## src/rtl/bus_pkg.sv

```systemverilog
// Shared AHB-Lite transfer types plus the arbiter state encoding.
package bus_pkg;

    typedef enum logic [1:0] {
        IDLE   = 2'b00,
        BUSY   = 2'b01,
        NONSEQ = 2'b10,
        SEQ    = 2'b11
    } transfer_kind;

    typedef enum logic [2:0] {
        SINGLE = 3'd0,
        INCR   = 3'd1,
        WRAP4  = 3'd2,
        INCR4  = 3'd3,
        WRAP8  = 3'd4,
        INCR8  = 3'd5,
        WRAP16 = 3'd6,
        INCR16 = 3'd7
    } transfer_burst;

    typedef enum logic [2:0] {
        SIZE_BYTE   = 3'd0,
        SIZE_HALF   = 3'd1,
        SIZE_WORD   = 3'd2,
        SIZE_DWORD  = 3'd3,
        SIZE_4WORD  = 3'd4,
        SIZE_8WORD  = 3'd5,
        SIZE_16WORD = 3'd6,
        SIZE_32WORD = 3'd7
    } transfer_size;

    typedef enum logic {
        OKAY  = 1'b0,
        ERROR = 1'b1
    } transfer_response;

    typedef enum logic [1:0] {
        PARK,
        ACTIVE,
        BURST,
        LOCKED
    } arb_state_t;

    localparam int BEAT_W = 4;

    // Beats remaining after the NONSEQ of a fixed burst; zero for SINGLE/INCR.
    function automatic logic [BEAT_W-1:0] burst_beats(transfer_burst b);
        case (b)
            WRAP4, INCR4:   return 4'd3;
            WRAP8, INCR8:   return 4'd7;
            WRAP16, INCR16: return 4'd15;
            default:        return 4'd0;
        endcase
    endfunction

endpackage

```

## src/rtl/bus_arbiter_if.sv

```systemverilog
// Arbiter-facing bundle: per-master request/lock, owner transfer info, grant outputs.
interface bus_arbiter_if
    import bus_pkg::*;
#(
    parameter int MASTER_COUNT = 2
);
    localparam int SEL_W = $clog2(MASTER_COUNT);

    logic [MASTER_COUNT-1:0] req;
    logic [MASTER_COUNT-1:0] lock;
    transfer_kind            trans;
    transfer_burst           burst;
    logic                    ready;
    logic [MASTER_COUNT-1:0] grant;
    logic [SEL_W-1:0]        addr_sel;
    logic [SEL_W-1:0]        data_sel;
    logic                    mastlock;

    modport master (
        output req, lock, trans, burst, ready,
        input  grant, addr_sel, data_sel, mastlock
    );

    modport slave (
        input  req, lock, trans, burst, ready,
        output grant, addr_sel, data_sel, mastlock
    );

endinterface

```

## src/rtl/rr_picker.sv

```systemverilog
// Combinational round-robin search: first set request at or after start, wrapping.
module rr_picker #(
    parameter int REQ_COUNT = 2,
    localparam int IDX_W = $clog2(REQ_COUNT)
) (
    input  logic [REQ_COUNT-1:0] req,
    input  logic [IDX_W-1:0]     start,
    output logic                 found,
    output logic [IDX_W-1:0]     index
);

    logic [IDX_W:0] pos;

    always_comb begin
        found = 1'b0;
        index = start;
        pos   = '0;
        for (int unsigned i = 0; i < REQ_COUNT; i++) begin
            pos = {1'b0, start} + (IDX_W+1)'(i);
            if (pos >= (IDX_W+1)'(REQ_COUNT)) begin
                pos = pos - (IDX_W+1)'(REQ_COUNT);
            end
            if (!found && req[pos[IDX_W-1:0]]) begin
                found = 1'b1;
                index = pos[IDX_W-1:0];
            end
        end
    end

endmodule

```

## src/rtl/bus_arbiter.sv

```systemverilog
// Round-robin AHB-Lite master arbiter; hands over only at transfer boundaries,
// never splitting fixed-length bursts or locked sequences.
module bus_arbiter
    import bus_pkg::*;
#(
    parameter int MASTER_COUNT   = 2,
    parameter int DEFAULT_MASTER = 0
) (
    input logic          clk,
    input logic          rst,
    bus_arbiter_if.slave bus
);

    localparam int SEL_W = $clog2(MASTER_COUNT);
    localparam logic [SEL_W-1:0]        PARK_SEL   = SEL_W'(DEFAULT_MASTER);
    localparam logic [MASTER_COUNT-1:0] PARK_GRANT = MASTER_COUNT'(1) << DEFAULT_MASTER;

    arb_state_t              state, state_next;
    logic [BEAT_W-1:0]       beat_cnt, cnt_next;
    logic [SEL_W-1:0]        owner, owner_next, data_owner;
    logic [MASTER_COUNT-1:0] grant_q, grant_d;
    logic                    mastlock_q, mastlock_d;

    logic                    owner_lock, owner_req, fixed_burst;
    logic                    boundary, handover;
    logic [SEL_W:0]          start_sum;
    logic [SEL_W-1:0]        start_sel;
    logic                    pick_found;
    logic [SEL_W-1:0]        pick_index;

    assign owner_lock  = bus.lock[owner];
    assign owner_req   = bus.req[owner];
    assign fixed_burst = (burst_beats(bus.burst) != '0);

    assign start_sum = {1'b0, owner} + (SEL_W+1)'(1);
    assign start_sel = (start_sum >= (SEL_W+1)'(MASTER_COUNT)) ? '0 : start_sum[SEL_W-1:0];

    rr_picker #(
        .REQ_COUNT(MASTER_COUNT)
    ) u_picker (
        .req  (bus.req),
        .start(start_sel),
        .found(pick_found),
        .index(pick_index)
    );

    always_ff @(posedge clk or posedge rst) begin
        if (rst) begin
            state      <= PARK;
            beat_cnt   <= '0;
            owner      <= PARK_SEL;
            data_owner <= PARK_SEL;
            grant_q    <= PARK_GRANT;
            mastlock_q <= 1'b0;
        end else if (bus.ready) begin
            state      <= state_next;
            beat_cnt   <= cnt_next;
            owner      <= owner_next;
            data_owner <= owner;
            grant_q    <= grant_d;
            mastlock_q <= mastlock_d;
        end
    end

    always_comb begin
        cnt_next = beat_cnt;
        case (bus.trans)
            IDLE:    cnt_next = '0;
            NONSEQ:  cnt_next = burst_beats(bus.burst);
            SEQ:     if (beat_cnt != '0) cnt_next = beat_cnt - 4'd1;
            default: cnt_next = beat_cnt;
        endcase

        // Lock release only counts as a boundary if it does not open a fixed burst.
        boundary = (bus.trans == IDLE)
                || (bus.trans == NONSEQ && bus.burst == SINGLE)
                || (bus.trans == SEQ && fixed_burst && cnt_next == '0)
                || (bus.burst == INCR && !owner_req)
                || (state == LOCKED && cnt_next == '0);
        handover = !owner_lock && boundary;

        owner_next = owner;
        state_next = state;
        if (handover) begin
            owner_next = pick_found ? pick_index : PARK_SEL;
            state_next = pick_found ? ACTIVE : PARK;
        end else if (owner_lock &&
                     (state == LOCKED || bus.trans == NONSEQ || bus.trans == SEQ)) begin
            state_next = LOCKED;
        end else if (cnt_next != '0) begin
            state_next = BURST;
        end else begin
            state_next = ACTIVE;
        end
    end

    always_comb begin
        grant_d             = '0;
        grant_d[owner_next] = 1'b1;
        mastlock_d          = owner_lock && (bus.trans != IDLE);
    end

    assign bus.grant    = grant_q;
    assign bus.addr_sel = owner;
    assign bus.data_sel = data_owner;
    assign bus.mastlock = mastlock_q;

endmodule

```

## src/flat_wrapper.sv

```systemverilog
// flat-port wrapper written by rule: the top's interface ports become plain ports
module bus_arbiter_flat import bus_pkg::*;
#(
    parameter int MASTER_COUNT   = 2,
    parameter int DEFAULT_MASTER = 0
)
  (clk, rst, bus_req, bus_lock, bus_trans, bus_burst, bus_ready, bus_grant, bus_addr_sel, bus_data_sel, bus_mastlock);
  bus_arbiter_if #(.MASTER_COUNT(MASTER_COUNT)) bus_i ();
  input logic clk;
  input logic rst;
  input wire logic [$bits(bus_i.req)-1:0] bus_req;
  input wire logic [$bits(bus_i.lock)-1:0] bus_lock;
  input wire logic [$bits(bus_i.trans)-1:0] bus_trans;
  input wire logic [$bits(bus_i.burst)-1:0] bus_burst;
  input wire logic [$bits(bus_i.ready)-1:0] bus_ready;
  output wire logic [$bits(bus_i.grant)-1:0] bus_grant;
  output wire logic [$bits(bus_i.addr_sel)-1:0] bus_addr_sel;
  output wire logic [$bits(bus_i.data_sel)-1:0] bus_data_sel;
  output wire logic [$bits(bus_i.mastlock)-1:0] bus_mastlock;
  assign bus_i.req = bus_req;
  assign bus_i.lock = bus_lock;
  assign bus_i.trans = bus_trans;
  assign bus_i.burst = bus_burst;
  assign bus_i.ready = bus_ready;
  assign bus_grant = bus_i.grant;
  assign bus_addr_sel = bus_i.addr_sel;
  assign bus_data_sel = bus_i.data_sel;
  assign bus_mastlock = bus_i.mastlock;
  bus_arbiter #(.MASTER_COUNT(MASTER_COUNT), .DEFAULT_MASTER(DEFAULT_MASTER)) u_core (.clk(clk), .rst(rst), .bus(bus_i));
endmodule
```

## config.mk

```make
export PLATFORM = sky130hd
export DESIGN_NAME = bus_arbiter_flat
export DESIGN_NICKNAME = d
export VERILOG_FILES = /design/src/rtl/bus_pkg.sv /design/src/rtl/bus_arbiter_if.sv /design/src/rtl/rr_picker.sv /design/src/rtl/bus_arbiter.sv /design/src/flat_wrapper.sv
export SDC_FILE = /design/constraint.sdc
export NUM_CORES = 1
export LEC_CHECK = 0
export ABC_CLOCK_PERIOD_IN_PS = 2350
export BUFFER_PORTS_ARGS = -buffer_cell sky130_fd_sc_hd__buf_4
export CAP_MARGIN = 10
export CORE_MARGIN = 2
export CORE_UTILIZATION = 52
export CTS_CLUSTER_DIAMETER = 120
export DETAILED_ROUTE_END_ITERATION = 8
export MAX_ROUTING_LAYER = met4
export PLACE_DENSITY = 0.77
export SYNTH_ARGS = -nofsm -noshare
export SYNTH_HDL_FRONTEND = slang
export SYNTH_SLANG_ARGS = --single-unit
```

## constraint.sdc

```tcl
create_clock -name clk -period 2.35 [get_ports clk]
set_input_delay 0.47 -clock clk [delete_from_list [all_inputs] [get_ports clk]]
set_output_delay 0.47 -clock clk [all_outputs]
set_load 0.1 [all_outputs]
```

==> summary.txt <==
Clock network
  • CTS buffer count: 3
  • Post-CTS Setup Bufs: 0
  • Clock-pin slew on the worst setup and hold paths: approximately 0.08 ns
  • Worst skew pair latency: 0.29 ns
  • CTS Buffer Depth: 2
  • Post-cts hold buffer count: 0
  • Root Driver: clkbuf_4
  • PostCTS Resize Cnt: 0
  • CTS H-tree lvls: 1
  • Sink Count: 10
  • CTS tree: yes

Layout
  • Layout Cells excl Fill: 121
  • Fin util: 0.646
  • ANT cells: 0
  • Share of post-route cells with drive strength above 1: 0.267
  • Commonest non-fill, non-tap cell in the layout: buf_4
  • Commonest cells after routing, fill and taps aside: 16 x buf_4, 9 x dfrtp_1, 7 x inv_1, 7 x nor2_1, 6 x nand2_1
  • # fillers: 126
  • NumNets Final: 119
  • Syn-to-layout area delta: 18.2%

STA
  • Final setup vio count: 0
  • Final period util: 0.918
  • Final TNS setup: 0 ns
  • Worst-Margin Slew: 0.463 ns
  • Slew Viols, Final: 0
  • Clock Skews: approximately 0.0024 ns
  • FMAX: about 0.46 GHz
  • Fin. Hold Viols: 0
  • Setup slack after layout: 0.192 ns
  • Final Critical Period: 2.16 ns
  • Slew headroom: 0.688
  • RSZ-0062 raised after global routing: no

GRT
  • GRT Residual Overflow: 0
  • Vias in the first global route: a little over 700
  • First-pass GRT wire length: approximately 3100 um
  • Overall fraction of global-route tracks in use: 0.228
  • Initial antenna violation count: 0
  • Pin count of the biggest net entering global routing: 16

Placed design
  • Placed insts: 117
  • DP Worst Slack: between 0.2 and 0.25 ns
  • RD Place Congestion: 0.878
  • Port bufs: 16
  • Hpwl dp: 1320 um

Route
  • Met2 WL: 861 um
  • Initial drt markers: 34
  • Post-route ant nets: 0
  • Max layer used: met4
  • Via density: 6.21
  • WL met3: 100 um
  • Remaining DRCs: 0
  • Pre-antenna DRT Iters: 4
  • Via Count: 751
  • WL per Instance: 15.4 um
  • Detailed Route WL: 1870 um
  • DRT met1 WL: 858 um

Floorplan
  • Initial Util: 0.547
  • Die width: 43.3 um
  • Rows: 14
  • Die height: roughly 43 um
  • Die area: 1880 sq um
  • Core ar.: 1470 sq um
  • Top Ports: 17

Synth
  • Synth Flop Type: dfrtp_1
  • Total nets after synthesis: 104
  • Register area share after synthesis: 0.313
  • #FFs+latches synth: 10
  • Synth unique cells: 45
  • Syn Inst Count: 91
  • Cell Area, Synth: 805 sq um
  • Async set or reset register ratio after synthesis: 1.00
  • Post-synth EDFFs: 0
  • Syn Area/Cell: 8.84 sq um
  • Synth warn: 0

Power
  • Pleak: between 0.0004 and 0.0005 uW
  • Worst VDD drop: between 0.6 and 0.7 mV
  • Power density over the cells: 937 nW/um^2
  • Tot Pwr: a little under 900 uW

Worst hold path
  • HP Class: in2async

Setup path
  • CP startpoint kind: flip-flop
  • Arrival @ worst endpoint: around 2.4 ns
  • Worst-path fanout max: 6
  • CP Capture Type: flip-flop
  • Worst Path Required: 2.57 ns
  • Setup CP Type: reg2reg

Status
  • Status: complete, no violations

Job
  • Max-Cap Viols: 0
-- sequential cells by signal (all words and copies together) (netlist names), named ones only --
register             count
u_core.beat_cnt          4
u_core.bus.data_sel      1
u_core.bus.grant         1
u_core.bus.mastlock      1
u_core.state             2
-- Yosys cell counts, types with 2 or more instances --
| cell | n | area, sq um |
|---|---|---|
| nor2_1 | 7 | 26.3 |
| o31ai_1 | 2 | 15.0 |
| o211ai_1 | 2 | 15.0 |
| dfrtp_1 | 9 | 225 |
| a21o_1 | 3 | 22.5 |
| and2_1 | 3 | 18.8 |
| o21ai_0 | 2 | 10.0 |
| or3b_1 | 2 | 17.5 |
| buf_2 | 3 | 15.0 |
| nand3_1 | 2 | 10.0 |
| nand2_1 | 6 | 22.5 |
| o21ai_1 | 5 | 25.0 |
| a21oi_1 | 5 | 25.0 |
| mux2i_1 | 3 | 30.0 |
| inv_1 | 7 | 26.3 |
-- logic make-up after synthesis --
kind of cell	count (synthesis)	synth area share
AOI/OAI and AO/OA	31	0.281
and+or+nand+nor	30	0.250
buffers and inverters	14	0.0746
DFF	10	0.313
muxes	5	0.0653
adders and majority gates	1	0.0155
-- per-layer routing --
layer  GRT usage  up-vias
met5           -        -
met4       0.133        0
met3      0.0375        6
met2       0.346       25
met1       0.286      351
li1            -      369
-- layout make-up --
cell class / instances / area, sq um / share of cell area
timing repair buffer: 16 / 120 / 0.126
sequential: 10 / 251 / 0.264
tap: 16 / 20.0 / 0.0211
clock buffer: 4 / 36.3 / 0.0382
inverter: 8 / 30.0 / 0.0316
multi-input combinational: 67 / 493 / 0.518
-- power by group --
part	internal, uW	switching (uW)	leakage [uW]
Clock	94.6	77.8	0.0000210
Combinational	140	323	0.000296
Sequential	216	40.3	0.000116
Total	451	441	0.000433
-- critical path: stages, from the launching register on --
cell and delay, ns:
dfrtp_1 0.43, inv_1 0.06, ha_1 0.25, and4b_1 0.21, a221oi_2 0.33, nor4b_4 0.39
a211oi_1 0.15, a221o_1 0.28
-- worst paths after layout --
| kind | startpoint | slack (ns) | endpoint | cells past startpoint |
|---|---|---|---|---|
| setup / recovery | u_core.beat_cnt[0] | 0.19 | u_core.bus.grant[0] | 7 |
| min in group clk | bus_ready | 0.48 | u_core.bus.mastlock | 2 |
| hold reg to reg | u_core.state[1] | 0.49 | u_core.state[1] | 1 |
| max in group asynchronous | rst | 1.86 | u_core.bus.grant[0] | 2 |
| hold / removal | rst | 0.17 | u_core.bus.mastlock | 2 |
| setup reg to reg | u_core.beat_cnt[0] | 0.19 | u_core.bus.grant[0] | 7 |
-- through the flow --
step	hold WS, ns	cell area, sq um
after floorplan	0.309	805
after detailed placement	0.473	915
after global routing	0.213	951
after CTS	0.180	951
final	0.166	951
after global placement	0.466	915
(Power assumes the default switching activity.)
